## src/rtl/skidbuf.sv

```systemverilog
// skidbuf: two-entry elastic pipeline register with registered InReady/OutValid/OutData.
// Optional synchronous flush port is compiled in when SKIDBUF_FLUSH_EN is defined.
module skidbuf #(
  parameter int WIDTH = 8
) (
  input  logic             clk,
  input  logic             reset,
`ifdef SKIDBUF_FLUSH_EN
  input  logic             flush,
`endif
  input  logic             InValid,
  output logic             InReady,
  input  logic [WIDTH-1:0] InData,
  output logic             OutValid,
  input  logic             OutReady,
  output logic [WIDTH-1:0] OutData,
  output logic [1:0]       Occupancy
);

  // state | meaning
  // EMPTY | no beat buffered; main and skid both free
  // ONE   | main holds the oldest beat; skid free, InReady=1
  // TWO   | main and skid both full; InReady=0 until main is consumed
  // The encoding is {SkidValid, MainValid}; 2'b10 is never entered.
  typedef enum logic [1:0] {
    EMPTY = 2'b00,
    ONE   = 2'b01,
    TWO   = 2'b11
  } state_t;

  state_t           r_state;
  logic             r_in_ready;
  logic [1:0]       r_occupancy;
  logic [WIDTH-1:0] r_main_data;
  logic [WIDTH-1:0] r_skid_data;

  logic             w_flush;
  logic             w_in_fire;
  logic             w_out_fire;

`ifdef SKIDBUF_FLUSH_EN
  assign w_flush = flush;
`else
  assign w_flush = 1'b0;
`endif

  assign w_in_fire  = InValid & r_in_ready;
  assign w_out_fire = r_state[0] & OutReady;

  always_ff @(posedge clk) begin
    if (reset) begin
      r_state     <= EMPTY;
      r_in_ready  <= 1'b1;
      r_occupancy <= 2'd0;
      r_main_data <= '0;
      r_skid_data <= '0;
    end else if (w_flush) begin
      // Data registers keep their contents; only the valid state is dropped.
      r_state     <= EMPTY;
      r_in_ready  <= 1'b1;
      r_occupancy <= 2'd0;
    end else begin
      case (r_state)
        EMPTY: begin
          if (w_in_fire) begin
            r_main_data <= InData;
            r_state     <= ONE;
            r_occupancy <= 2'd1;
          end
        end
        ONE: begin
          if (w_in_fire && w_out_fire) begin
            r_main_data <= InData;
          end else if (w_in_fire) begin
            r_skid_data <= InData;
            r_state     <= TWO;
            r_in_ready  <= 1'b0;
            r_occupancy <= 2'd2;
          end else if (w_out_fire) begin
            r_state     <= EMPTY;
            r_occupancy <= 2'd0;
          end
        end
        TWO: begin
          if (w_out_fire) begin
            r_main_data <= r_skid_data;
            r_state     <= ONE;
            r_in_ready  <= 1'b1;
            r_occupancy <= 2'd1;
          end
        end
        default: begin
          r_state     <= EMPTY;
          r_in_ready  <= 1'b1;
          r_occupancy <= 2'd0;
        end
      endcase
    end
  end

  assign InReady   = r_in_ready;
  assign OutValid  = r_state[0];
  assign OutData   = r_main_data;
  assign Occupancy = r_occupancy;

endmodule

```

## config.mk

```make
export PLATFORM = sky130hd
export DESIGN_NAME = skidbuf
export DESIGN_NICKNAME = d
export VERILOG_FILES = /design/src/rtl/skidbuf.sv
export SDC_FILE = /design/constraint.sdc
export NUM_CORES = 1
export LEC_CHECK = 0
export CORE_MARGIN = 4
export CORE_UTILIZATION = 43
export CTS_CLUSTER_SIZE = 20
export DETAILED_ROUTE_END_ITERATION = 8
export PLACE_DENSITY = 0.85
export SYNTH_ARGS = -nofsm -noshare
export SYNTH_HDL_FRONTEND = slang
export SYNTH_SLANG_ARGS = --single-unit
```

## constraint.sdc

```tcl
create_clock -name clk -period 2.1 [get_ports clk]
set_clock_uncertainty 0.2 [all_clocks]
set_input_delay 0.21 -clock clk [delete_from_list [all_inputs] [get_ports clk]]
set_output_delay 0.21 -clock clk [all_outputs]
set_load 0.05 [all_outputs]
```

== Word level (Yosys, flattened, before mapping) ==
Index checks and enable logic that the tools add are counted.

* Word-level logic and storage cells: 41
* Flip-flop bits (word level): 21
* Input bits: 12
* Output and inout bits: 12

* Equal/unequal tests: 8
* Bitwise gates (word level): 4
* Reduce and logical (&&, ||, !) cells: 7
* Multiplexer cells: 17

{| class="wikitable"
|+ Operators by type and width
! operator !! number
|-
| $mux W8 || 3
|-
| $pmux W8 S3 || 1
|-
| $mux W2 || 7
|-
| $pmux W2 S3 || 2
|-
| $reduce_and A4 Y1 || 3
|-
| $ne A2 B2 Y1 const B || 5
|-
| $mux W1 || 3
|-
| $ne A3 B3 Y1 const B || 1
|-
| $pmux W1 S3 || 1
|-
| $reduce_and A3 Y1 || 1
|-
| $reduce_bool A3 Y1 || 1
|-
| $and A1 B1 Y1 || 2
|-
| $eq A2 B1 Y1 const B || 1
|-
| $eq A2 B2 Y1 const B || 1
|-
| $logic_not A2 Y1 || 1
|-
| $not A1 Y1 || 2
|-
| $logic_and A1 B1 Y1 || 1
|}

== Longest topological paths before layout ==
Gate-level depths: netlist of the first run.

* Word-level depth: 5
* Depth in mapped cells: 7
* Mapped depth without buffers: 6

== Least setup slack after synthesis of the first run ==
No wires, ideal clock.

* Path kind: reg2reg
* From: register r_state[0]
* To: register r_main_data[2], in the netlist OutData[2]
* Slack: -442 ps
* Buffers on the path: 1
* Clock period less this slack: 2,542 ps
* Arrival: 2,262 ps
* Cell stages (with the launch flop): 8
* Data required time: 1,821 ps
* Cell sequence: dfxtp_1 > inv_1 > ha_1 > nor2b_1 > a2111oi_4 > buf_6 > nor2_1 > a211oi_2

* Longest elaborated chain between the ends: 4
* Elaborated cells on any way between the ends: 11
* Those cells by class: 5 x eq/ne; 1 x mux; 1 x bitwise; 4 x reduce/logical

{| class="wikitable"
|+ Ends and longest elaborated chain
! item !! RTL line !! source
|-
| start: declaration || 31 || <nowiki>state_t r_state;</nowiki>
|-
| start signal: assignment || 52 || <nowiki>r_state <= EMPTY;</nowiki>
|-
| start signal: assignment || 59 || <nowiki>r_state <= EMPTY;</nowiki>
|-
| start signal: assignment || 67 || <nowiki>r_state <= ONE;</nowiki>
|-
| $and A1 B1 Y1 || 48 || <nowiki>assign w_out_fire = r_state[0] & OutReady;</nowiki>
|-
| $logic_and A1 B1 Y1 || 72 || <nowiki>if (w_in_fire && w_out_fire) begin</nowiki>
|-
| $ne A2 B2 Y1 (no source line) || - ||
|-
| $reduce_and A4 Y1 (no source line) || - ||
|-
| end signal: assignment || 66 || <nowiki>r_main_data <= InData;</nowiki>
|-
| end signal: assignment || 73 || <nowiki>r_main_data <= InData;</nowiki>
|-
| end signal: assignment || 86 || <nowiki>r_main_data <= r_skid_data;</nowiki>
|-
| end: declaration || 34 || <nowiki>logic [WIDTH-1:0] r_main_data;</nowiki>
|}

Parallel ways exist; a longest one is shown, timed or not.
A chain may end at the register's enable or synchronous reset.

== Worst setup path after layout of the first run ==
* From: register r_state[1]
* To: register r_main_data[6], in the netlist OutData[6]

* Longest elaborated chain between the ends: 3
* Elaborated cells on any way between the ends: 9
* Those cells by class: 5 x eq/ne; 1 x mux; 3 x reduce/logical

{| class="wikitable"
|+ Ends and longest elaborated chain
! item !! RTL line !! source
|-
| $eq A2 B1 Y1, or another cell as far along || 63 || <nowiki>case (r_state)</nowiki>
|-
| $ne A2 B2 Y1 (no source line) or $reduce_bool A3 Y1 (tied branches) || - ||
|-
| $reduce_and A4 Y1 (no source line) || - ||
|}

Parallel ways exist; a longest one is shown, timed or not.

==> results of run 1 <==
path summary, 6_finish.rpt:
path                             start                   endpoint  slack, ps
max            r_state[1]$_SDFFE_PP0P_    OutData[6]$_SDFFE_PP0P_        100
max reg2reg    r_state[1]$_SDFFE_PP0P_    OutData[6]$_SDFFE_PP0P_        100
min          Occupancy[0]$_SDFFE_PP0P_  Occupancy[0]$_SDFFE_PP0P_        290
min reg2reg  Occupancy[0]$_SDFFE_PP0P_  Occupancy[0]$_SDFFE_PP0P_        290
synthesized netlist by cell type, types with 2 or more instances:
master	count	area share, %
a211oi_1	6	4.5
a211oi_2	2	2.5
a21boi_0	3	2.3
a21oi_1	3	1.5
buf_6	2	2.3
clkbuf_1	2	0.76
dfxtp_1	20	40
ha_1	5	6.3
inv_1	3	1.1
mux2i_1	16	16
nor2_1	17	6.4
o21ai_0	4	2.0
or3_1	3	1.9
flip-flops by register name, summed over array words and instances (netlist names):
register and cells:
OutData 8, r_skid_data 8, Occupancy 1, r_state 2, InReady 1
power groups by stage:
stage               registers, uW  clock network [uW]  logic (uW)
CTS                           609                 226        1230
global route                  621                 241        1540
detailed placement            618                   0        1220
floorplan                     944                   0         514
global placement              611                   0        1190
finish                        601                 219        1450
layout make-up:
| cell class | instances | area, sq um | share of cell area (%) |
|---|---|---|---|
| inverters | 3 | 11.3 | 0.802 |
| multi-input cells | 71 | 577 | 41.1 |
| well taps | 28 | 35.0 | 2.50 |
| clock buffers | 4 | 36.3 | 2.58 |
| repair buffers | 33 | 335 | 23.9 |
| flip-flops and latches | 20 | 409 | 29.1 |
routing by layer:
metal	routed length, um	share of wire [%]	up-vias	global-route usage [%]
li1	-	-	421	-
met1	939	42	399	14.4
met2	1150	51	34	23.4
met3	132	5.9	6	3.94
met4	17	0.76	0	5.42
met5	0	0	-	0
repair_timing:
| action | CTS | global route |
|---|---|---|
| resized for setup | 0 | 5 |
| setup buffers | 0 | 4 |
| endpoints found under the setup margin | 0 | 7 |
worst max-delay path: cells and delay by family (launching register included):
family / cells / cell delay [ps]
compound gates: 2 / 500
fa+ha+maj: 1 / 220
simple gates: 2 / 200
flops: 1 / 380
buf+inv: 3 / 440
cells by family (layout without fill, tap and decap cells):
kind of cell / count (synthesis) / after routing / share of synthesized area (%)
simple gates: 27 / 27 / 13.2
compound gates: 23 / 23 / 19.4
flops: 20 / 20 / 40.3
mux: 16 / 16 / 16.1
buf+inv: 8 / 40 / 4.66
fa+ha+maj: 5 / 5 / 6.30
metrics by stage:
stage / area [sq um] / cells
after floorplan: 1000 / 99
final: 1400 / 159
after CTS: 1320 / 154
after global routing: 1400 / 159
after detailed placement: 1280 / 150
after global placement: 1280 / 150
==> flow_summary_export.csv, run 1 <==
group,metric,value,unit
routing,via_per_inst,5.41,
routing,wl,2.23,mm
pwr,p_seq_share,26.5,%
sta,setup_violations,0,
die,die_area,3140,sq um
layout,fin_nets,149,
synthesis,ys_seq_area_share,40.3,%
global_route,antenna_found_initial,0,
global_route,grt_pass1_vias,803,
cts,ctsHoldBuffers,0,
setup_path,reg2reg_depth,8,
routing,drcViolationCount,0,
die,die_height,56.1,um
synthesis,yosys.cell_types.count,26,
pwr,swShare,43.9,%
hold_path,whs_path_depth,2,
outcome,status,"finished, final reports clean",
layout,fill_cells,187,
synthesis,synthFlopType,"dfxtp_1",
routing,dr.pass1.iters,5,
sta,rsz0062_at_grt,"no",
global_route,grt_pass1_wl,3.35,mm
die,die_w,56.1,um
setup_path,critical_path.max_stage_delay,380,ps
routing,dr.first_iter.drc_count,17,
layout,final_util,63.5,%
die,coreArea,2210,sq um
global_route,grt_overflow,0,
synthesis,yosys_warnings,0,
sta,max_slew_margin,66.5,%
sta,period_needed,2000,ps
place,dp_hpwl,1.55,mm
pwr,p_leak,0.000568,uW
die,top_level_ports,24,
synthesis,synth_cells,99,
cts,cts_buffers,3,
sta,final.period_utilization,95.3,%
cts,clkTransAtPathRegs,110,ps
routing,antenna_left,0,
pwr,irDropWorstVdd,0.914,mV
setup_path,worstPathRequired,2120,ps
setup_path,cp-start-kind,"register",
synthesis,ys_ff_latch,20,
cts,cts_sinks,20,
sta,holdWs,295,ps
place,gp_congestion,0.799,
cts,htree_levels,1,
sta,hold_viol,0,
cts,cts_tree,"done",
sta,slew_viol_final,0,
pwr,report.power.total,2270,uW
pwr,comb_power_share,63.9,%
pwr,power_density,1620,nW/um^2
pwr,power.internal,1270,uW
cts,ctsLongestPathBuffers,2,
synthesis,synth-edff-count,0,
die,start_util,44.9,%
run,max-cap-violations,0,
synthesis,avgSynthCellArea,10.0,sq um
cts,clk_latency,290,ps
setup_path,crit_chain,"inv_1 > ha_4 > nor2b_1 > a2111oi_4 > buf_4 > buf_12 > nor2_1 > a211oi_2",
pwr,p_sw,997,uW
hold_path,min_path_type,"register to register",
layout,antenna_cells,0,
die,rows,17,
routing,vias,860,
place,port_buffers,23,
layout,mostFrequentLayoutCells,"clkdlybuf4s50_1 (23), dfxtp_1 (17), nor2_1 (17), mux2i_1 (16), buf_4 (8)",
sta,setup_slack,99.0,ps
cts,cts-root-buf,"clkbuf_4",
global_route,grt.total_usage,13.2,%
sta,tightest_slew,501,ps
setup_path,path_class,"register to register",
setup_path,setup.worst_path.end_class,"register",
synthesis,synthesis.nets,116,
place,place_ws,-67.5,ps
global_route,grt_max_degree,17,
setup_path,crit_slowest_cell,"dfxtp_4",
sta,finalSetupTns,0,ps
setup_path,worst-path-max-fanout,8,
layout,synthToLayoutAreaGrowth,41.3,%
setup_path,crit_arrival,2030,ps
sta,fmax,0.500,GHz
synthesis,synth-async-reset-ratio,0,%
routing,wl_per_cell,14.1,um
synthesis,syn-cell-area,993,sq um
layout,layout-drive-gt1-share,22.1,%
layout,final_common_cell,"clkdlybuf4s50_1",
pwr,clkPwrFrac,9.6,%
(Power assumes the default switching activity.)
==> run 2, diff against run 1 <==
--- a/config.mk
+++ b/config.mk
@@ -5,7 +5,7 @@
 export SDC_FILE = /design/constraint.sdc
 export NUM_CORES = 1
 export LEC_CHECK = 0
-export CORE_MARGIN = 4
+export CORE_MARGIN = 1
 export CORE_UTILIZATION = 43
 export CTS_CLUSTER_SIZE = 20
 export DETAILED_ROUTE_END_ITERATION = 8
==> flow_summary_export.csv, run 2 (same netlist as run 1, synthesis figures left out) <==
group,metric,value,unit
setup_path,worstPathRequired,2120,ps
place,dp_hpwl,1.47,mm
sta,finalSetupTns,0,ps
setup_path,ff2ff_setup_slack,100,ps
setup_path,critPathBufInv,1,
layout,final_common_cell,"clkdlybuf4s50_1",
cts,clkTransAtPathRegs,110,ps
die,die_w,50.1,um
sta,period_needed,2000,ps
sta,tightest_slew,547,ps
global_route,antenna_found_initial,0,
cts,cts_tree,"done",
sta,setup_violations,0,
layout,design_area,1310,sq um
die,die_area,2510,sq um
routing,antenna_left,0,
setup_path,crit_chain,"inv_2 > ha_1 > a21boi_0 > or2_2 > or3_1 > a21oi_1",
global_route,grt_overflow,0,
sta,hold_viol,0,
die,rows,17,
place,port_buffers,23,
setup_path,cp-start-kind,"register",
layout,antenna_cells,0,
run,max-cap-violations,0,
outcome,status,"finished, final reports clean",
cts,clk_latency,290,ps
pwr,report.power.total,2010,uW
global_route,grt_pass1_vias,814,
setup_path,crit_family,"simple AND/OR/NAND/NOR gates",
pwr,power_density,1540,nW/um^2
cts,cts-root-buf,"clkbuf_4",
layout,fin_nets,143,
setup_path,setup.worst_path.end_class,"register",
layout,layout-drive-gt1-share,14.4,%
layout,fill_cells,209,
routing,vias,808,
sta,slew_viol_final,0,
routing,dr.first_iter.drc_count,7,
die,die_height,50.1,um
setup_path,worst-path-max-fanout,9,
routing,wl,1.93,mm
cts,cts_sinks,20,
setup_path,crit_arrival,2020,ps
setup_path,crit_slowest_cell,"dfxtp_4",
hold_path,min_from,"Occupancy[0]$_SDFFE_PP0P_",
routing,dr.pass1.iters,4,
global_route,grt.total_usage,17.2,%
place,postPlaceCellArea,1270,sq um
hold_path,hold_end,"Occupancy[0]$_SDFFE_PP0P_",
hold_path,min_path_type,"register to register",
global_route,grt_pass1_wl,3.32,mm
routing,wl_per_cell,12.6,um
sta,max_slew_margin,63.2,%
routing,drcViolationCount,0,
die,top_level_ports,24,
layout,synthToLayoutAreaGrowth,31.5,%
layout,mostFrequentLayoutCells,"clkdlybuf4s50_1 (23), dfxtp_1 (17), nor2_1 (17), mux2i_1 (16)",
cts,ctsLongestPathBuffers,2,
cts,htree_levels,1,
sta,final.period_utilization,95.2,%
sta,fmax,0.500,GHz
die,coreArea,2190,sq um
setup_path,timing.rr.end,"r_state[1]$_SDFFE_PP0P_",
setup_path,path_class,"register to register",
cts,cts_buffers,3,
global_route,grt_max_degree,17,
pwr,irDropWorstVdd,0.841,mV
cts,ctsHoldBuffers,0,
pwr,p_leak,0.000522,uW
die,start_util,45.3,%
setup_path,critical_path.max_stage_delay,410,ps
routing,via_per_inst,5.28,
place,gp_congestion,0.776,
setup_path,reg2reg_depth,6,
setup_path,worstReg2RegStart,"r_state[0]$_SDFFE_PP0P_",
sta,rsz0062_at_grt,"no",
hold_path,whs_path_depth,2,
[run 2: changes by cell type in the layout (fill, tap and decap cells not counted), sizes merged]
cell    delta
clkbuf     -1
buf        -5
[run 2: per-layer routing]
layer / vias to the layer above / share of wire (%) / track usage, %
met5: - / 0 / 0
met4: 0 / 0.62 / 5.71
met3: 4 / 3.5 / 2.78
met2: 18 / 50 / 33.3
met1: 381 / 46 / 18.1
li1: 405 / - / -
[run 2: final cells by class]
cell class                 count  area [sq um]  area share, %
multi-input combinational     71           552           42.2
clock buffer                   4          26.3           2.01
inverter                       3          11.3          0.862
tap                           28          35.0           2.68
timing repair buffer          27           273           20.9
sequential                    20           409           31.3
[run 2: report_power, final]
part	switching, uW	leakage, uW	internal (uW)
sequential	91.3	0.000165	510
combinational	724	0.000342	500
clock	110	0.0000150	73.9
[run 2: stage by stage]
step | hold WS [ps] | util (%) | worst slack [ps] | instances
after floorplan | 154 | - | 22.4 | 99
after global placement | 269 | 57.9 | 30.3 | 148
after detailed placement | 286 | 57.9 | -44.6 | 148
after CTS | 302 | 59.1 | 67.8 | 152
after global routing | 316 | 59.6 | 1.38 | 153
final | 302 | 59.6 | 100 | 153
[run 2: timing repair]
action                     in CTS  in global routing
resized for setup               0                  1
setup endpoints to repair       0                  3
buffers inserted                0                  1
[run 2: how the worst max path moves through the flow]
stage / slack [ps] / startpoint / depth (start not counted) / end
after global routing: 1 / r_state[0]$_SDFFE_PP0P_ / 7 / OutData[1]$_SDFFE_PP0P_
after CTS: 70 / r_state[0]$_SDFFE_PP0P_ / 6 / r_state[1]$_SDFFE_PP0P_
after global placement: 30 / OutReady / 5 / r_skid_data[2]$_SDFFE_PP0P_
after floorplan: 20 / r_state[0]$_SDFFE_PP0P_ / 7 / OutData[2]$_SDFFE_PP0P_
final: 100 / r_state[0]$_SDFFE_PP0P_ / 6 / r_state[1]$_SDFFE_PP0P_
after detailed placement: -40 / InValid / 5 / r_state[1]$_SDFFE_PP0P_
[run 2: worst min-delay path: stages, from the launching register on]
cell,delay [ps]
dfxtp_1,320
o21ai_0,70
a21oi_1,70
==> run 3, diff against run 2 <==
--- a/config.mk
+++ b/config.mk
@@ -5,11 +5,11 @@
 export SDC_FILE = /design/constraint.sdc
 export NUM_CORES = 1
 export LEC_CHECK = 0
-export CORE_MARGIN = 1
+export CORE_MARGIN = 4
 export CORE_UTILIZATION = 43
 export CTS_CLUSTER_SIZE = 20
 export DETAILED_ROUTE_END_ITERATION = 8
-export PLACE_DENSITY = 0.85
+export PLACE_DENSITY = 0.74
 export SYNTH_ARGS = -nofsm -noshare
 export SYNTH_HDL_FRONTEND = slang
 export SYNTH_SLANG_ARGS = --single-unit
==> flow_summary_export.csv, run 3 (same netlist as run 1, synthesis figures left out) <==
group,metric,value,unit
outcome,status,"finished, final reports clean",
sta,slew_viol_final,0,
global_route,grt.total_usage,13.9,%
hold_path,whs_path_depth,2,
layout,antenna_cells,0,
setup_path,reg2reg_depth,8,
die,rows,17,
layout,mostFrequentLayoutCells,"clkdlybuf4s50_1 (23), dfxtp_1 (17), nor2_1 (17), mux2i_1 (16), a211oi_1 (6)",
setup_path,critPathBufInv,3,
pwr,p_sw,992,uW
global_route,grt_max_degree,17,
routing,drcViolationCount,0,
global_route,grt_pass1_vias,779,
routing,antenna_left,0,
sta,setup_violations,0,
setup_path,worst-path-max-fanout,8,
setup_path,crit_chain,"buf_12 > ha_1 > a21boi_4 > a2111oi_4 > clkbuf_16 > buf_4 > nor2_1 > a211oi_1",
setup_path,crit_arrival,2060,ps
die,start_util,44.9,%
pwr,clkPwrFrac,9.9,%
run,max-cap-violations,0,
layout,final_util,63.8,%
layout,fin_nets,148,
die,top_level_ports,24,
setup_path,worstPathRequired,2120,ps
global_route,antenna_found_initial,0,
setup_path,timing.rr.end,"OutData[4]$_SDFFE_PP0P_",
cts,cts_tree,"done",
pwr,p_leak,0.000566,uW
routing,dr.first_iter.drc_count,9,
cts,htree_levels,1,
routing,highest_layer,"met4",
layout,layout-drive-gt1-share,20.8,%
sta,hold_viol,0,
layout,fill_cells,182,
sta,max_slew_margin,64.7,%
routing,vias,844,
setup_path,worstReg2RegStart,"r_state[0]$_SDFFE_PP0P_",
pwr,power.internal,1290,uW
pwr,swShare,43.5,%
routing,wl,2.20,mm
setup_path,cp-start-kind,"register",
routing,wl_per_cell,13.9,um
pwr,power_density,1620,nW/um^2
routing,dr.pass1.iters,4,
global_route,grt_overflow,0,
sta,period_needed,2050,ps
layout,final_cells,158,
hold_path,min_path_type,"register to register",
cts,cts_buffers,3,
cts,clkTransAtPathRegs,120,ps
cts,ctsLongestPathBuffers,2,
layout,design_area,1410,sq um
sta,holdWs,288,ps
place,gp_congestion,0.751,
cts,ctsHoldBuffers,0,
pwr,p_seq_share,25.9,%
routing,via_per_inst,5.34,
setup_path,critical_path.max_stage_delay,380,ps
hold_path,min_from,"Occupancy[0]$_SDFFE_PP0P_",
die,coreArea,2210,sq um
cts,cts_sinks,20,
routing,drt-met1-wl,926,um
global_route,grt_pass1_wl,3.44,mm
cts,cts-root-buf,"clkbuf_4",
pwr,irDropWorstVdd,1.01,mV
die,die_height,56.1,um
layout,synthToLayoutAreaGrowth,42.1,%
routing,met2_length,1.13,mm
hold_path,hold_end,"Occupancy[0]$_SDFFE_PP0P_",
pwr,report.power.total,2280,uW
die,die_area,3140,sq um
layout,final_common_cell,"clkdlybuf4s50_1",
pwr,comb_power_share,64.2,%
setup_path,ff2ff_setup_slack,50,ps
setup_path,crit_slowest_cell,"dfxtp_4",
routing,dr_wl_met3,122,um
sta,tightest_slew,525,ps
setup_path,crit_family,"compound AO/OA/AOI/OAI gates",
layout,multi_input_area,573,sq um
setup_path,path_class,"register to register",
place,port_buffers,23,
die,die_w,56.1,um
place,dp_hpwl,1.50,mm
sta,final.period_utilization,97.4,%
place,dp_cells,148,
layout,seqCellArea,409,sq um
place,postPlaceCellArea,1270,sq um
sta,fmax,0.489,GHz
cts,clk_latency,300,ps
setup_path,setup.worst_path.end_class,"register",
[run 3: changes by cell type in the layout (fill, tap and decap cells not counted), sizes merged]
cell and delta:
clkbuf +1, buf +4
[run 3: per-layer routing]
| layer | GRT usage [%] | up-vias |
|---|---|---|
| met5 | 0 | - |
| met4 | 4.07 | 0 |
| met3 | 5.34 | 2 |
| met2 | 25.0 | 23 |
| met1 | 14.9 | 401 |
| li1 | - | 418 |
[run 3: worst register-to-register path: cells and delay by family, from the launching register on]
kind | cells | cell delay, ps
AOI/OAI and AO/OA | 3 | 660
adders and majority gates | 1 | 220
buffers and inverters | 3 | 460
DFF | 1 | 380
and+or+nand+nor | 1 | 30
[run 3: how the worst max path moves through the flow]
| stage | to | slack (ps) | depth (start not counted) | start |
|---|---|---|---|---|
| CTS | OutData[1]$_SDFFE_PP0P_ | 60 | 7 | r_state[0]$_SDFFE_PP0P_ |
| detailed placement | OutData[1]$_SDFFE_PP0P_ | -40 | 6 | InValid |
| floorplan | OutData[2]$_SDFFE_PP0P_ | 20 | 7 | r_state[0]$_SDFFE_PP0P_ |
| global placement | OutData[4]$_SDFFE_PP0P_ | 30 | 6 | InValid |
| finish | OutData[4]$_SDFFE_PP0P_ | 50 | 8 | r_state[0]$_SDFFE_PP0P_ |
| global route | OutData[2]$_SDFFE_PP0P_ | -20 | 8 | r_state[0]$_SDFFE_PP0P_ |
[run 3: power by group through the flow]
| stage | combinational (uW) | sequential [uW] | clock [uW] |
|---|---|---|---|
| 6_report | 1460 | 591 | 226 |
| 5_1_grt | 1550 | 610 | 251 |
| 3_5_place_dp | 1200 | 613 | 0 |
| 4_1_cts | 1210 | 606 | 235 |
| 3_3_place_gp | 1190 | 604 | 0 |
| 2_1_floorplan | 514 | 944 | 0 |
[run 3: layout make-up]
class	count	share of cell area, %
sequential	20	29.0
inverter	3	0.975
tap	28	2.48
multi-input combinational	71	40.6
timing repair buffer	32	24.4
clock buffer	4	2.57
[run 3: what timing repair did]
action,CTS,global route
gates resized for setup,0,9
setup buffers,0,6
setup endpoints to repair,0,6
[run 3: stage by stage]
stage,setup slack (ps),TNS (ps)
6_report,54.1,0
5_1_grt,-20.6,-68.4
4_1_cts,58.1,0
3_5_place_dp,-42.1,-163
3_3_place_gp,34.8,0
2_1_floorplan,22.4,0
